<file path="src/rtl/inst_package.sv">
// Shared constants and types for the sub-core dispatcher.
package inst_package;

  localparam int N_SUB_DEFAULT  = 4;
  localparam int QDEPTH_DEFAULT = 4;

  // Per-sub tracker states.
  typedef enum logic [1:0] {
    SUB_IDLE   = 2'd0,
    SUB_LAUNCH = 2'd1,
    SUB_RUN    = 2'd2
  } sub_state_t;

endpackage

</file>
<file path="src/rtl/sub_dispatch_if.sv">
// Main-core / sub-core side bundle of the dispatcher. The master modport is the
// environment (main core plus sub cores); the slave modport is the dispatcher.
interface sub_dispatch_if
  import inst_package::*;
#(
  parameter int N_SUB = N_SUB_DEFAULT
) ();

  logic                     req_valid;
  logic [31:0]              req_pc;
  logic                     req_ready;
  logic [N_SUB-1:0]         sub_ended;
  logic [N_SUB-1:0]         exec_requested;
  logic [31:0]              requested_pc;
  logic                     join_req;
  logic                     join_done;
  logic [N_SUB-1:0]         busy;
  logic [$clog2(N_SUB):0]   n_active;

  modport master (
    output req_valid, req_pc, sub_ended, join_req,
    input  req_ready, exec_requested, requested_pc, join_done, busy, n_active
  );

  modport slave (
    input  req_valid, req_pc, sub_ended, join_req,
    output req_ready, exec_requested, requested_pc, join_done, busy, n_active
  );

endinterface

</file>
<file path="src/rtl/pc_fifo.sv">
// Pending-PC queue: synchronous FIFO, one push and one pop per cycle,
// registered full/empty flags, head visible combinationally.
module pc_fifo #(
  parameter int DEPTH = 4,
  parameter int WIDTH = 32
) (
  input  logic             clk,
  input  logic             rst,
  input  logic             push,
  input  logic [WIDTH-1:0] push_data,
  input  logic             pop,
  output logic [WIDTH-1:0] head,
  output logic             full,
  output logic             empty
);

  localparam int AW = (DEPTH > 1) ? $clog2(DEPTH) : 1;
  localparam logic [AW:0] FULL_COUNT = (AW+1)'(DEPTH);

  logic [WIDTH-1:0] mem [DEPTH];
  logic [AW-1:0]    wr_ptr;
  logic [AW-1:0]    rd_ptr;
  logic [AW:0]      count;
  logic [AW:0]      count_nxt;
  logic             do_push;
  logic             do_pop;

  assign do_push = push && !full;
  assign do_pop  = pop && !empty;
  assign head    = mem[rd_ptr];

  // Next occupancy, used to register the full/empty flags.
  always_comb begin
    // NOTE: every variable gets a default first so no path leaves it unassigned (no latch).
    count_nxt = count;
    case ({do_push, do_pop})
      2'b10:   count_nxt = count + (AW+1)'(1);
      2'b01:   count_nxt = count - (AW+1)'(1);
      default: count_nxt = count;
    endcase
  end

  // Pointers, occupancy and flags; pointers wrap naturally at the power-of-two depth.
  always_ff @(posedge clk) begin
    // NOTE: sequential state uses non-blocking assignments so all flops update together.
    if (rst) begin
      wr_ptr <= '0;
      rd_ptr <= '0;
      count  <= '0;
      full   <= 1'b0;
      empty  <= 1'b1;
    end else begin
      if (do_push) wr_ptr <= wr_ptr + AW'(1);
      if (do_pop)  rd_ptr <= rd_ptr + AW'(1);
      count <= count_nxt;
      full  <= (count_nxt == FULL_COUNT);
      empty <= (count_nxt == '0);
    end
  end

  // Storage write.
  always_ff @(posedge clk) begin
    // NOTE: storage is not reset; entries are only read after being written, gated by empty.
    if (do_push) mem[wr_ptr] <= push_data;
  end

endmodule

</file>
<file path="src/rtl/sub_dispatch.sv">
// Dispatches queued task PCs from the main core to idle sub cores in
// round-robin order, tracks each sub's lifecycle and services join barriers.
module sub_dispatch
  import inst_package::*;
#(
  parameter int N_SUB  = N_SUB_DEFAULT,
  parameter int QDEPTH = QDEPTH_DEFAULT
) (
  input  logic          clk,
  input  logic          rst,
  sub_dispatch_if.slave bus
);

  localparam int IW = (N_SUB > 1) ? $clog2(N_SUB) : 1;
  localparam int CW = $clog2(N_SUB) + 1;
  localparam logic [IW:0] N_SUB_W = (IW+1)'(N_SUB);

  sub_state_t       state     [N_SUB];
  sub_state_t       state_nxt [N_SUB];
  logic [N_SUB-1:0] idle;
  logic [N_SUB-1:0] grant;
  logic [N_SUB-1:0] busy_nxt;
  logic [N_SUB-1:0] busy_q;
  logic [CW-1:0]    active_nxt;
  logic [CW-1:0]    n_active_q;
  logic [IW-1:0]    last_grant;
  logic [IW-1:0]    grant_idx;
  logic [IW:0]      cand;
  logic             found;
  logic             push;
  logic             dispatch;
  logic             fifo_full;
  logic             fifo_empty;
  logic [31:0]      head;
  logic [31:0]      last_pc;
  logic             join_pending;

  assign push = bus.req_valid && !fifo_full;

  pc_fifo #(.DEPTH(QDEPTH), .WIDTH(32)) u_fifo (
    .clk       (clk),
    .rst       (rst),
    .push      (push),
    .push_data (bus.req_pc),
    .pop       (dispatch),
    .head      (head),
    .full      (fifo_full),
    .empty     (fifo_empty)
  );

  // Round-robin pick: lowest idle index strictly after the last grant, wrapping.
  always_comb begin
    idle      = '0;
    found     = 1'b0;
    grant_idx = last_grant;
    cand      = '0;
    for (int i = 0; i < N_SUB; i++) idle[i] = (state[i] == SUB_IDLE);
    for (int k = 1; k <= N_SUB; k++) begin
      cand = {1'b0, last_grant} + (IW+1)'(k);
      if (cand >= N_SUB_W) cand = cand - N_SUB_W;
      if (!found && idle[cand[IW-1:0]]) begin
        found     = 1'b1;
        grant_idx = cand[IW-1:0];
      end
    end
  end

  // A registered empty flag means a PC pushed this cycle cannot dispatch until the next.
  assign dispatch = !fifo_empty && found;

  // One-hot start pulse for the chosen sub.
  always_comb begin
    grant = '0;
    if (dispatch) grant[grant_idx] = 1'b1;
  end

  // Tracker next state; LAUNCH waits for ended to drop so a stale ended=1 is absorbed.
  always_comb begin
    active_nxt = '0;
    for (int i = 0; i < N_SUB; i++) begin
      state_nxt[i] = state[i];
      case (state[i])
        SUB_IDLE:   if (grant[i])         state_nxt[i] = SUB_LAUNCH;
        SUB_LAUNCH: if (!bus.sub_ended[i]) state_nxt[i] = SUB_RUN;
        SUB_RUN:    if (bus.sub_ended[i])  state_nxt[i] = SUB_IDLE;
        default:                          state_nxt[i] = SUB_IDLE;
      endcase
      busy_nxt[i] = (state_nxt[i] != SUB_IDLE);
      active_nxt  = active_nxt + CW'(busy_nxt[i]);
    end
  end

  // Tracker state with registered busy vector and active count.
  always_ff @(posedge clk) begin
    if (rst) begin
      for (int i = 0; i < N_SUB; i++) state[i] <= SUB_IDLE;
      busy_q     <= '0;
      n_active_q <= '0;
    end else begin
      for (int i = 0; i < N_SUB; i++) state[i] <= state_nxt[i];
      busy_q     <= busy_nxt;
      n_active_q <= active_nxt;
    end
  end

  // Last grant index and the PC held on the shared bus between dispatches.
  always_ff @(posedge clk) begin
    if (rst) begin
      last_grant <= IW'(N_SUB - 1);
      last_pc    <= '0;
    end else if (dispatch) begin
      last_grant <= grant_idx;
      last_pc    <= head;
    end
  end

  // Join barrier: pending until everything has drained, then one pulse.
  always_ff @(posedge clk) begin
    if (rst)               join_pending <= 1'b0;
    else if (bus.join_done) join_pending <= 1'b0;
    else if (bus.join_req)  join_pending <= 1'b1;
  end

  assign bus.join_done      = join_pending && fifo_empty && !push && (&idle);
  assign bus.req_ready      = !fifo_full;
  assign bus.exec_requested = grant;
  assign bus.requested_pc   = dispatch ? head : last_pc;
  assign bus.busy           = busy_q;
  assign bus.n_active       = n_active_q;

endmodule

</file>
<file path="src/flat_wrapper.sv">
// flat-port wrapper written by rule: the top's interface ports become plain ports
module sub_dispatch_flat import inst_package::*;
#(
  parameter int N_SUB  = N_SUB_DEFAULT,
  parameter int QDEPTH = QDEPTH_DEFAULT
)
  (clk, rst, bus_req_valid, bus_req_pc, bus_sub_ended, bus_join_req, bus_req_ready, bus_exec_requested, bus_requested_pc, bus_join_done, bus_busy, bus_n_active);
  sub_dispatch_if #(.N_SUB(N_SUB)) bus_i ();
  input  logic clk;
  input  logic rst;
  input wire logic [$bits(bus_i.req_valid)-1:0] bus_req_valid;
  input wire logic [$bits(bus_i.req_pc)-1:0] bus_req_pc;
  input wire logic [$bits(bus_i.sub_ended)-1:0] bus_sub_ended;
  input wire logic [$bits(bus_i.join_req)-1:0] bus_join_req;
  output wire logic [$bits(bus_i.req_ready)-1:0] bus_req_ready;
  output wire logic [$bits(bus_i.exec_requested)-1:0] bus_exec_requested;
  output wire logic [$bits(bus_i.requested_pc)-1:0] bus_requested_pc;
  output wire logic [$bits(bus_i.join_done)-1:0] bus_join_done;
  output wire logic [$bits(bus_i.busy)-1:0] bus_busy;
  output wire logic [$bits(bus_i.n_active)-1:0] bus_n_active;
  assign bus_i.req_valid = bus_req_valid;
  assign bus_i.req_pc = bus_req_pc;
  assign bus_i.sub_ended = bus_sub_ended;
  assign bus_i.join_req = bus_join_req;
  assign bus_req_ready = bus_i.req_ready;
  assign bus_exec_requested = bus_i.exec_requested;
  assign bus_requested_pc = bus_i.requested_pc;
  assign bus_join_done = bus_i.join_done;
  assign bus_busy = bus_i.busy;
  assign bus_n_active = bus_i.n_active;
  sub_dispatch #(.N_SUB(N_SUB), .QDEPTH(QDEPTH)) u_core (.clk(clk), .rst(rst), .bus(bus_i));
endmodule
</file>
<file path="config.mk">
export PLATFORM = sky130hd
export DESIGN_NAME = sub_dispatch_flat
export DESIGN_NICKNAME = d
export VERILOG_FILES = /design/src/rtl/inst_package.sv /design/src/rtl/sub_dispatch_if.sv /design/src/rtl/pc_fifo.sv /design/src/rtl/sub_dispatch.sv /design/src/flat_wrapper.sv
export SDC_FILE = /design/constraint.sdc
export NUM_CORES = 1
export LEC_CHECK = 0
export BUFFER_PORTS_ARGS = -buffer_cell sky130_fd_sc_hd__buf_2
export CORE_MARGIN = 5
export CORE_UTILIZATION = 53
export DETAILED_ROUTE_END_ITERATION = 10
export PLACE_DENSITY = 0.8
export SYNTH_ARGS = -nofsm -noshare
export SYNTH_HDL_FRONTEND = slang
export SYNTH_SLANG_ARGS = --single-unit
export TNS_END_PERCENT = 10
</file>
<file path="constraint.sdc">
create_clock -name clk -period 4.15 [get_ports clk]
set_input_delay 0.2075 -clock clk [delete_from_list [all_inputs] [get_ports clk]]
set_output_delay 0.2075 -clock clk [all_outputs]
set_load 0.01 [all_outputs]
</file>
## Yosys cells after proc, flatten, opt, wreduce, memory -nomap -nowiden

Memories as Yosys holds them, arrays and structs flattened. A register that Yosys moved wholly into a read port is not among the register bits.
Index checks and enable logic that the tools add are counted.

- Logic and storage cells: 132
- Flip-flop bits (word level): 51
- Memories kept: 2
- Bits in writable memories: 136

Memory list:

| memory | words | width | read ports | clocked after Yosys merged registers in | wr ports | RTL line | text |
|---|---|---|---|---|---|---|---|
| u_core.u_fifo.mem | 4 | 32 | 1 | 1 | 1 | pc_fifo.sv:20 | `logic [WIDTH-1:0] mem [DEPTH];` |
| u_core.state | 4 | 2 | 4 | 0 | 4 | sub_dispatch.sv:18 | `sub_state_t state [N_SUB];` |

- Eq/ne operators: 11
- Reduce and logical (&&, ||, !) cells: 28
- Mux-type cells: 52
- $add $sub $neg: 15
- Bitwise operators: 4
- Magnitude comparators: 10

Operators with widths:

| kind | number |
|---|---|
| $mux 2 | 26 |
| $mux 32 | 1 |
| $pmux 2 s3 | 4 |
| $lt 2x3->1 const B | 5 |
| $mux 1 | 14 |
| $ge 3x3->1 const B | 4 |
| $logic_and 1x1->1 | 11 |
| $eq 2x1->1 const B | 5 |
| $eq 2x2->1 const B | 5 |
| $bmux 1 s2 | 4 |
| $logic_not 2->1 | 4 |
| $reduce_bool 2->1 | 4 |
| $sub 2x1->2 const B | 4 |
| $add 2x2->3 const B | 2 |
| $add 3x1->3 | 2 |
| $logic_not 1->1 | 6 |
| $pmux 3 s2 | 1 |
| $add 2x1->2 const B | 2 |
| $mux 4 | 1 |
| $or 1x1->1 | 4 |
| $reduce_and 4->1 | 1 |
| $add 2x1->3 const B | 1 |
| $add 2x3->3 const B | 1 |
| $add 3x1->3 const B | 1 |
| 7 further kinds | 7 |

## Logic depth before layout (Yosys ltp)

Gate-level depths: netlist (run 1).

- Depth after elaboration: 26
- Mapped depth: 13
- Mapped depth without buffers: 10

## By module

Synthesis (run 1) repeated with hierarchy kept, for this count alone.

- Cell total of the unflattened synthesis: 442
- Area, all modules: 7607.3 sq um

Modules (own cells, without submodules):

| module | times used | cells each | sequential area each (sq um) | area an instance (sq um) |
|---|---|---|---|---|
| pc_fifo | 1 | 225 | 4063.9 | 5197.5 |
| sub_dispatch | 1 | 217 | 1001.0 | 2409.8 |

## Worst setup path after synthesis (run 1)

OpenSTA, ideal clock, no wires.

- Path type: register -> register
- Start point: mem u_core.state[3][0] (netlist name)
- End point: reg u_core.n_active_q[1], in the netlist u_core.bus.n_active[1]
- Data arrival time: 2.339 ns
- Required time: 4.026 ns
- Buffers on the path: 1
- Setup slack: 1.687 ns
- Stages on the path, launching flop included: 11
- Clock period less this slack: 2.463 ns
- Cell sequence: dfxtp_1 > buf_2 > o22ai_1 > nor2_1 > o311a_2 > nand2_1 > a21oi_1 > ha_1 > fa_1 > ha_1 > nor2b_1

RTL lines:

| what | RTL line | text |
|---|---|---|
| from (decl) | sub_dispatch.sv:18 |  |
| to (signal assigned) | sub_dispatch.sv:102 | `n_active_q <= active_nxt;` |
| to (decl) | sub_dispatch.sv:25 | `logic [CW-1:0] n_active_q;` |

==> results of run 1 <==
==> through the flow <==
stage | setup WS (ns) | power (W) | instances | utilization | area, um2
2_1_floorplan | 1.69 | 0.00399 | 428 | - | 7500
6_report | 1.36 | 0.00609 | 738 | 0.644 | 8930
3_3_place_gp | 1.55 | 0.00441 | 670 | 0.575 | 7980
5_1_grt | 1.17 | 0.00642 | 738 | 0.644 | 8930
4_1_cts | 1.30 | 0.00614 | 738 | 0.644 | 8930
3_5_place_dp | 1.42 | 0.00449 | 670 | 0.575 | 7980
==> worst max-delay path, stage by stage (launching register included) <==
cell and delay, ns:
dfxtp_1 0.48, o22a_1 0.34, nor2_1 0.09, o311a_2 0.43, nand2_1 0.14, a21oi_1 0.09, ha_1 0.33, fa_1 0.37
ha_1 0.27, nor2b_1 0.12
==> power by group <==
group	internal (W)	total [W]	switching (W)
registers	0.00235	0.00258	0.000231
logic	0.00100	0.00189	0.000885
clock network	0.000960	0.00161	0.000655
==> cell usage after synthesis (all sizes together) (10+ instances only) <==
cell type	count	share of area
dfxtp	61	0.16
mux4	32	0.11
edfxtp	128	0.51
and2	36	0.030
nand2	10	0.0053
mux2	32	0.061
buf	13	0.019
a21oi	10	0.0072
inv	13	0.0065
clkbuf	10	0.0063
nor2	18	0.0093
==> kinds of logic (layout without fill, tap and decap cells) <==
| group | Yosys count | count (layout) | share of synthesized area |
|---|---|---|---|
| flops | 189 | 189 | 0.675 |
| simple gates | 85 | 85 | 0.0629 |
| mux | 64 | 64 | 0.167 |
| buf+inv | 36 | 166 | 0.0317 |
| compound gates | 35 | 35 | 0.0348 |
| xor+xnor | 10 | 10 | 0.0117 |
| fa+ha+maj | 9 | 9 | 0.0170 |
==> cell type report <==
class	count	area, um2
Clock buffer	21	450
Clock inverter	11	140
Fill cell	976	4950
Inverter	13	48.8
Multi-Input combinational cell	203	2210
Sequential cell	189	5070
Tap cell	180	225
Timing Repair Buffer	121	788
==> what timing repair did <==
item,4_1_cts,5_1_grt
endpoints found under the setup margin,0,0
hold buffers,36,0
hold endpoints to repair,129,0
==> routing by layer <==
layer	vias up	GRT usage	wire (um)
met5	-	0	0
li1	1862	-	-
met2	106	0.295	7130
met1	2007	0.209	5520
met3	20	0.0490	667
met4	0	0.0729	196
==> flip-flops by register name, summed over array words and instances, names as in the netlist, named ones only <==
register,count
u_core.last_pc,32
u_core.u_fifo.wr_ptr,2
u_core.u_fifo.mem,128
u_core.u_fifo.rd_ptr,2
u_core.u_fifo.empty,1
u_core.u_fifo.full,1
u_core.state,8
u_core.bus.busy,4
u_core.last_grant,2
u_core.bus.n_active,3
u_core.u_fifo.count,3
u_core.join_pending,1
==> worst max-delay path by stage <==
stage,endpoint,slack (ns),cells past startpoint
global placement,u_core.bus.n_active[1]$_SDFF_PP0_,1.55,9
finish,u_core.bus.n_active[1]$_SDFF_PP0_,1.36,9
detailed placement,u_core.bus.n_active[1]$_SDFF_PP0_,1.42,9
floorplan,u_core.bus.n_active[1]$_SDFF_PP0_,1.69,10
CTS,bus_requested_pc[0],1.30,3
global route,bus_requested_pc[25],1.17,3
==> reports/results.tsv, run 1 <==
stage	metric	value	unit
sta	min cycle time layout	2.79	ns
clock_tree	Worst-path clk slew	0.07	ns
drt	WL final	13500	um
synth	Yosys warnings	0	
worst_setup_path	critical path type	reg2reg	
synth	sequential fraction of the synthesis area	0.675	
floorplan	row cnt	43	
sta	hold_ws	0.0475	ns
worst_hold_path	Hold Path Origin	bus_join_req	
worst_setup_path	Setup crit start	u_core.state[1][1]$_SDFF_PP0_	
clock_tree	Resized Gates After CTS	0	
grt	GRT Residual Overflow	0	
floorplan	Die ar.	16600	um2
placement	routability cong.	0.878	
clock_tree	setup bufs post-CTS	0	
run_status	outcome	complete, no violations	
drt	post-DR vias/cell	5.41	
synth	Net Count, Synth	477	
worst_setup_path	WP data required	4.45	ns
drt	Avg WL per Cell	18.3	um
worst_hold_path	Hold Crit Class	in2reg	
drt	Final ANT Viol Nets	0	
floorplan	Core Footprint	13900	um2
final_layout	highest-count cells in the layout ignoring fill and taps	edfxtp_1 (128), buf_2 (84), dfxtp_1 (59), dlygate4sd3_1 (36), and2_1 (32)	
drt	DR vias	3995	
grt	GRT Total Usage	0.174	
synth	EDFF count, synth	128	
sta	Fmax	358	MHz
sta	Post-Route Skew	0.0110	ns
grt	vias in the first global route	4193	
grt	pin count of the biggest net entering global routing	38	
clock_tree	CTS tree	yes	
grt	first-pass GRT wire length	21700	um
synth	Synth Register Bits	189	
worst_setup_path	Crit path arrival time	3.09	ns
worst_hold_path	hold path depth	3	
synth	library cells used by synthesis	41	
worst_setup_path	Worst R2R Path Depth	9	
final_layout	Area growth syn-to-layout	19.1	%
drt	Remaining DRCs	0	
sta	Fin. Hold Viols	0	
worst_setup_path	CP Capture Type	register	
sta	slew at the pin closest to its max-slew limit	1.05	ns
run	MaxCap Viol Count	0	
drt	Starting DRT DRC Count	269	
synth	Synth async-reset ratio	0	
synth	cell count after synthesis	428	
worst_setup_path	R2R setup slack	1.36	ns
pwr	LEAKAGE	3.41	nW
final_layout	Final nets	594	
sta	setup TNS	0	ns
placement	port bufs	84	
clock_tree	H-tree depth	4	
sta	Final setup viols	0	
clock_tree	total CTS buffers	17	
sta	final worst path period share	0.673	
placement	DP HPWL	7900	um
worst_setup_path	R2R Path End	u_core.bus.n_active[1]$_SDFF_PP0_	
worst_setup_path	r2r startpoint	u_core.state[1][1]$_SDFF_PP0_	
final_layout	most common cell after layout, fill and taps aside	edfxtp_1	
clock_tree	CTS sink count	189	
final_layout	layout cells sized above 1	0.312	
worst_setup_path	top fanout value on the critical path	7	
drt	TritonRoute pass-1 iters	5	
clock_tree	CTS Buffer Depth	2	
floorplan	Ports	85	
worst_setup_path	startpoint types	register	
pwr	Worst VDD drop	0.411	mV
synth	Syn Std Cell Area	7500	um2
sta	Slew HR	0.300	
pwr	PwrDens	681	nW/um2
grt	initial antenna violation count	0	
floorplan	DIE WIDTH	129	um
clock_tree	Root Buffer	clkbuf_16	
synth	Main synth FF type	edfxtp_1	
sta	RSZ-0062 raised after global routing	no	
floorplan	Starting Density	0.541	
worst_hold_path	Hold Path End	u_core.join_pending$_SDFFE_PP0P_	
synth	Mean Syn Cell Area	17.5	um2
floorplan	Die Y	129	um
clock_tree	Clock Latency Late Sink	0.43	ns
final_layout	antenna cells	0	
sta	Max Transition Viols Final	0	
No activity file was read; power rests on OpenSTA's default activity.
==> inputs of run 2 (changes only) <==
CORE_UTILIZATION = 52   (was 53)
PLACE_DENSITY = 0.82   (was 0.8)
clock period = 2.5 ns   (was 4.15 ns; I/O delays follow)
==> run 2 against run 1 <==
Compared with the run above: first-iteration DRC count is 29% lower; clock-buffer cell count is 2 higher; flip-flop and latch count stayed put; via count is 3.3% higher; maximum frequency is 12% higher; design area is 2.7% higher; sequential share of layout area is 1.4 points lower; sequential power is 61% higher; register-to-register slack worse by 1.4 ns; clock skew is 0.0038 ns lower; critical path type unchanged.
==> reports/results.tsv, run 2 (synthesis results as in run 1) <==
stage	metric	value	unit	change
sta	Max Transition Viols Final	0		unchanged
floorplan	row cnt	44		was 43
worst_setup_path	Worst R2R Path Depth	9		unchanged
clock_tree	CTS sink count	189		unchanged
clock_tree	Worst-path clk slew	0.06	ns	was 0.07 ns
pwr	PwrDens	1100	nW/um2	was 681 nW/um2
pwr	sequential power share	0.412		was 0.425
grt	vias in the first global route	4315		was 4193
worst_setup_path	CP cell instances	or3_1 > nor2_1 > o311a_2 > nand2_1 > a21oi_2 > ha_1 > fa_2 > ha_1 > nor2b_1		was o22a_1 > nor2_1 > o311a_2 > nand2_1 > a21oi_1 > ha_1 > fa_1 > ha_1 > nor2b_1
drt	TritonRoute pass-1 iters	4		was 5
run	MaxCap Viol Count	0		unchanged
worst_setup_path	Buffers & Inverters on Critical Path	0		unchanged
final_layout	most common cell after layout, fill and taps aside	edfxtp_1		unchanged
worst_setup_path	r2r startpoint	u_core.last_grant[0]$_SDFFE_PP1N_		was u_core.state[1][1]$_SDFF_PP0_
worst_setup_path	Setup crit start	u_core.last_grant[0]$_SDFFE_PP1N_		was u_core.state[1][1]$_SDFF_PP0_
worst_setup_path	critical path type	reg2reg		unchanged
sta	Final setup viols	0		unchanged
placement	DP HPWL	9010	um	was 7900 um
worst_setup_path	top fanout value on the critical path	5		was 7
pwr	LEAKAGE	3.53	nW	was 3.41 nW
pwr	Worst VDD drop	0.500	mV	was 0.411 mV
worst_setup_path	startpoint types	register		unchanged
clock_tree	CTS Buffer Depth	2		unchanged
final_layout	biggest regs	u_core.u_fifo.mem (128), u_core.last_pc (32), u_core.state (8)		unchanged
final_layout	Area growth syn-to-layout	22.3	%	was 19.1%
clock_tree	Clock Latency Late Sink	0.42	ns	was 0.43 ns
placement	port bufs	84		unchanged
clock_tree	total CTS buffers	17		unchanged
final_layout	layout cells sized above 1	0.350		was 0.312
worst_hold_path	Hold Crit Class	in2reg		unchanged
sta	Slew HR	0.610		was 0.300
drt	WL final	14500	um	was 13500 um
floorplan	DIE WIDTH	130	um	was 129 um
pwr	switching part of the total	0.299		was 0.291
worst_setup_path	CP Capture Type	register		unchanged
drt	Avg WL per Cell	18.8	um	was 18.3 um
final_layout	highest-count cells in the layout ignoring fill and taps	edfxtp_1 (128), buf_2 (84), dfxtp_1 (57), dlygate4sd3_1 (37), and2_1 (32)		was edfxtp_1 (128), buf_2 (84), dfxtp_1 (59), dlygate4sd3_1 (36), and2_1 (32)
grt	initial antenna violation count	0		unchanged
worst_setup_path	WP data required	2.80	ns	was 4.45 ns
grt	GRT Total Usage	0.179		was 0.174
final_layout	Finished Core Util	0.639		was 0.644
final_layout	area of the multi-input gates	2240	um2	was 2210 um2
floorplan	Die ar.	16900	um2	was 16600 um2
drt	Final ANT Viol Nets	0		unchanged
worst_setup_path	Crit path arrival time	2.79	ns	was 3.09 ns
sta	Post-Route Skew	0.00724	ns	was 0.0110 ns
placement	routability cong.	0.929		was 0.878
worst_setup_path	R2R Path End	u_core.bus.n_active[1]$_SDFF_PP0_		unchanged
worst_setup_path	Critical Path End	u_core.bus.n_active[1]$_SDFF_PP0_		unchanged
grt	GRT Residual Overflow	0		unchanged
pwr	Switching Power	0.00301	W	was 0.00177 W
final_layout	antenna cells	0		unchanged
sta	Fin. Hold Viols	0		unchanged
worst_setup_path	Crit-path slowest cell	or3_1		was dfxtp_1
pwr	clock share of power	0.233		was 0.265
drt	Starting DRT DRC Count	192		was 269
sta	Fmax	401	MHz	was 358 MHz
pwr	Comb pwr share	0.355		was 0.310
worst_setup_path	CP max stage delay	0.42	ns	was 0.48 ns
floorplan	Starting Density	0.522		was 0.541
floorplan	Die Y	130	um	was 129 um
worst_setup_path	Worst path most repeated cell	ha_1		unchanged
clock_tree	H-tree depth	4		unchanged
grt	pin count of the biggest net entering global routing	38		unchanged
sta	slew at the pin closest to its max-slew limit	0.584	ns	was 1.05 ns
clock_tree	CTS tree	yes		unchanged
floorplan	Core Footprint	14400	um2	was 13900 um2
sta	final worst path period share	0.998		was 0.673
drt	post-DR vias/cell	5.36		was 5.41
drt	Remaining DRCs	0		unchanged
worst_setup_path	R2R setup slack	0.006	ns	was 1.36 ns
floorplan	Ports	85		unchanged
sta	RSZ-0062 raised after global routing	yes		was no
pwr	Pint	0.00706	W	was 0.00432 W
final_layout	max FFs per register	128		unchanged
run_status	outcome	complete, no violations		unchanged
clock_tree	Root Buffer	clkbuf_16		unchanged
grt	first-pass GRT wire length	22300	um	was 21700 um
final_layout	storage element area	5070	um2	about the same
final_layout	# fillers	1008		was 976
worst_setup_path	WP depth	9		unchanged
pwr	Final Power	0.0101	W	was 0.00609 W
worst_setup_path	Worst path top cell family by delay	adder cells		unchanged
sta	min cycle time layout	2.49	ns	was 2.79 ns
drt	DR vias	4125		was 3995
final_layout	Final nets	622		was 594
final_layout	register bank with the most flops	u_core.u_fifo.mem		unchanged
## run 2: changes by cell type in the layout (fill, tap and decap cells not counted), moves of 2 or more
| cell | change |
|---|---|
| clkbuf_1 | +3 |
| dfxtp_4 | +2 |
| clkinv_4 | +3 |
| clkinv_2 | -2 |
| a21oi_2 | +2 |
| a21oi_1 | -2 |
| buf_4 | +21 |
| buf_12 | +5 |
| bufinv_16 | -3 |
| dfxtp_1 | -2 |
## run 2: worst min-delay path by stage
stage / start / end / slack, ns / cells past startpoint
final: rst / u_core.state[2][0]$_SDFF_PP0_ / 0.19 / 3
after global routing: rst / u_core.u_fifo.rd_ptr[0]$_SDFFE_PP0P_ / 0.19 / 3
after CTS: rst / u_core.state[2][0]$_SDFF_PP0_ / 0.16 / 3
after detailed placement: bus_sub_ended[1] / u_core.state[1][1]$_SDFF_PP0_ / 0.34 / 2
after global placement: bus_req_pc[6] / u_core.u_fifo.mem[0][6]$_DFFE_PP_ / 0.33 / 1
after floorplan: bus_sub_ended[1] / u_core.state[1][1]$_SDFF_PP0_ / 0.20 / 1
## run 2: area by class of cell
class,instances,area share
Clock buffer,23,0.0488
Multi-Input combinational cell,203,0.244
Timing Repair Buffer,149,0.117
Clock inverter,9,0.00722
Tap cell,184,0.0251
Inverter,13,0.00532
Sequential cell,189,0.553
## run 2: tightest hold or removal path, cell delays in order
cell and delay (ns):
buf_2 0.09, buf_4 0.28, a211oi_2 0.05
## run 2: power groups by stage
| stage | registers [W] | logic [W] | clock network, W |
|---|---|---|---|
| after floorplan | 0.00412 | 0.00251 | 0 |
| after CTS | 0.00414 | 0.00354 | 0.00240 |
| after detailed placement | 0.00420 | 0.00346 | 0 |
| after global placement | 0.00416 | 0.00335 | 0 |
| final | 0.00415 | 0.00357 | 0.00235 |
| after global routing | 0.00419 | 0.00388 | 0.00254 |
## run 2: timing repair
action / in CTS / in global routing
endpoints found under the hold margin: 137 / 0
buffers inserted: 0 / 2
hold buffers: 37 / 0
setup endpoints to repair: 33 / 16
gates resized for setup: 2 / 11
pin swaps: 0 / 4
## run 2: per-stage QoR
stage	cells	TNS, ns	area, um2	hold WS (ns)	setup WS (ns)
6_report	770	0	9180	0.189	0.00580
5_1_grt	770	-0.0474	9180	0.193	-0.0474
4_1_cts	768	-0.00653	9130	0.160	-0.00653
3_5_place_dp	699	-0.0351	8240	0.341	-0.0351
3_3_place_gp	699	0	8240	0.334	0.0538
2_1_floorplan	428	0	7500	0.202	0.0368
## run 2: per-layer routing
| metal | vias to the layer above | GRT usage | part of all wire |
|---|---|---|---|
| met1 | 2061 | 0.210 | 0.40 |
| met3 | 23 | 0.0405 | 0.049 |
| met4 | 0 | 0.0929 | 0.028 |
| met5 | - | 0 | 0 |
| met2 | 119 | 0.307 | 0.52 |
| li1 | 1922 | - | - |
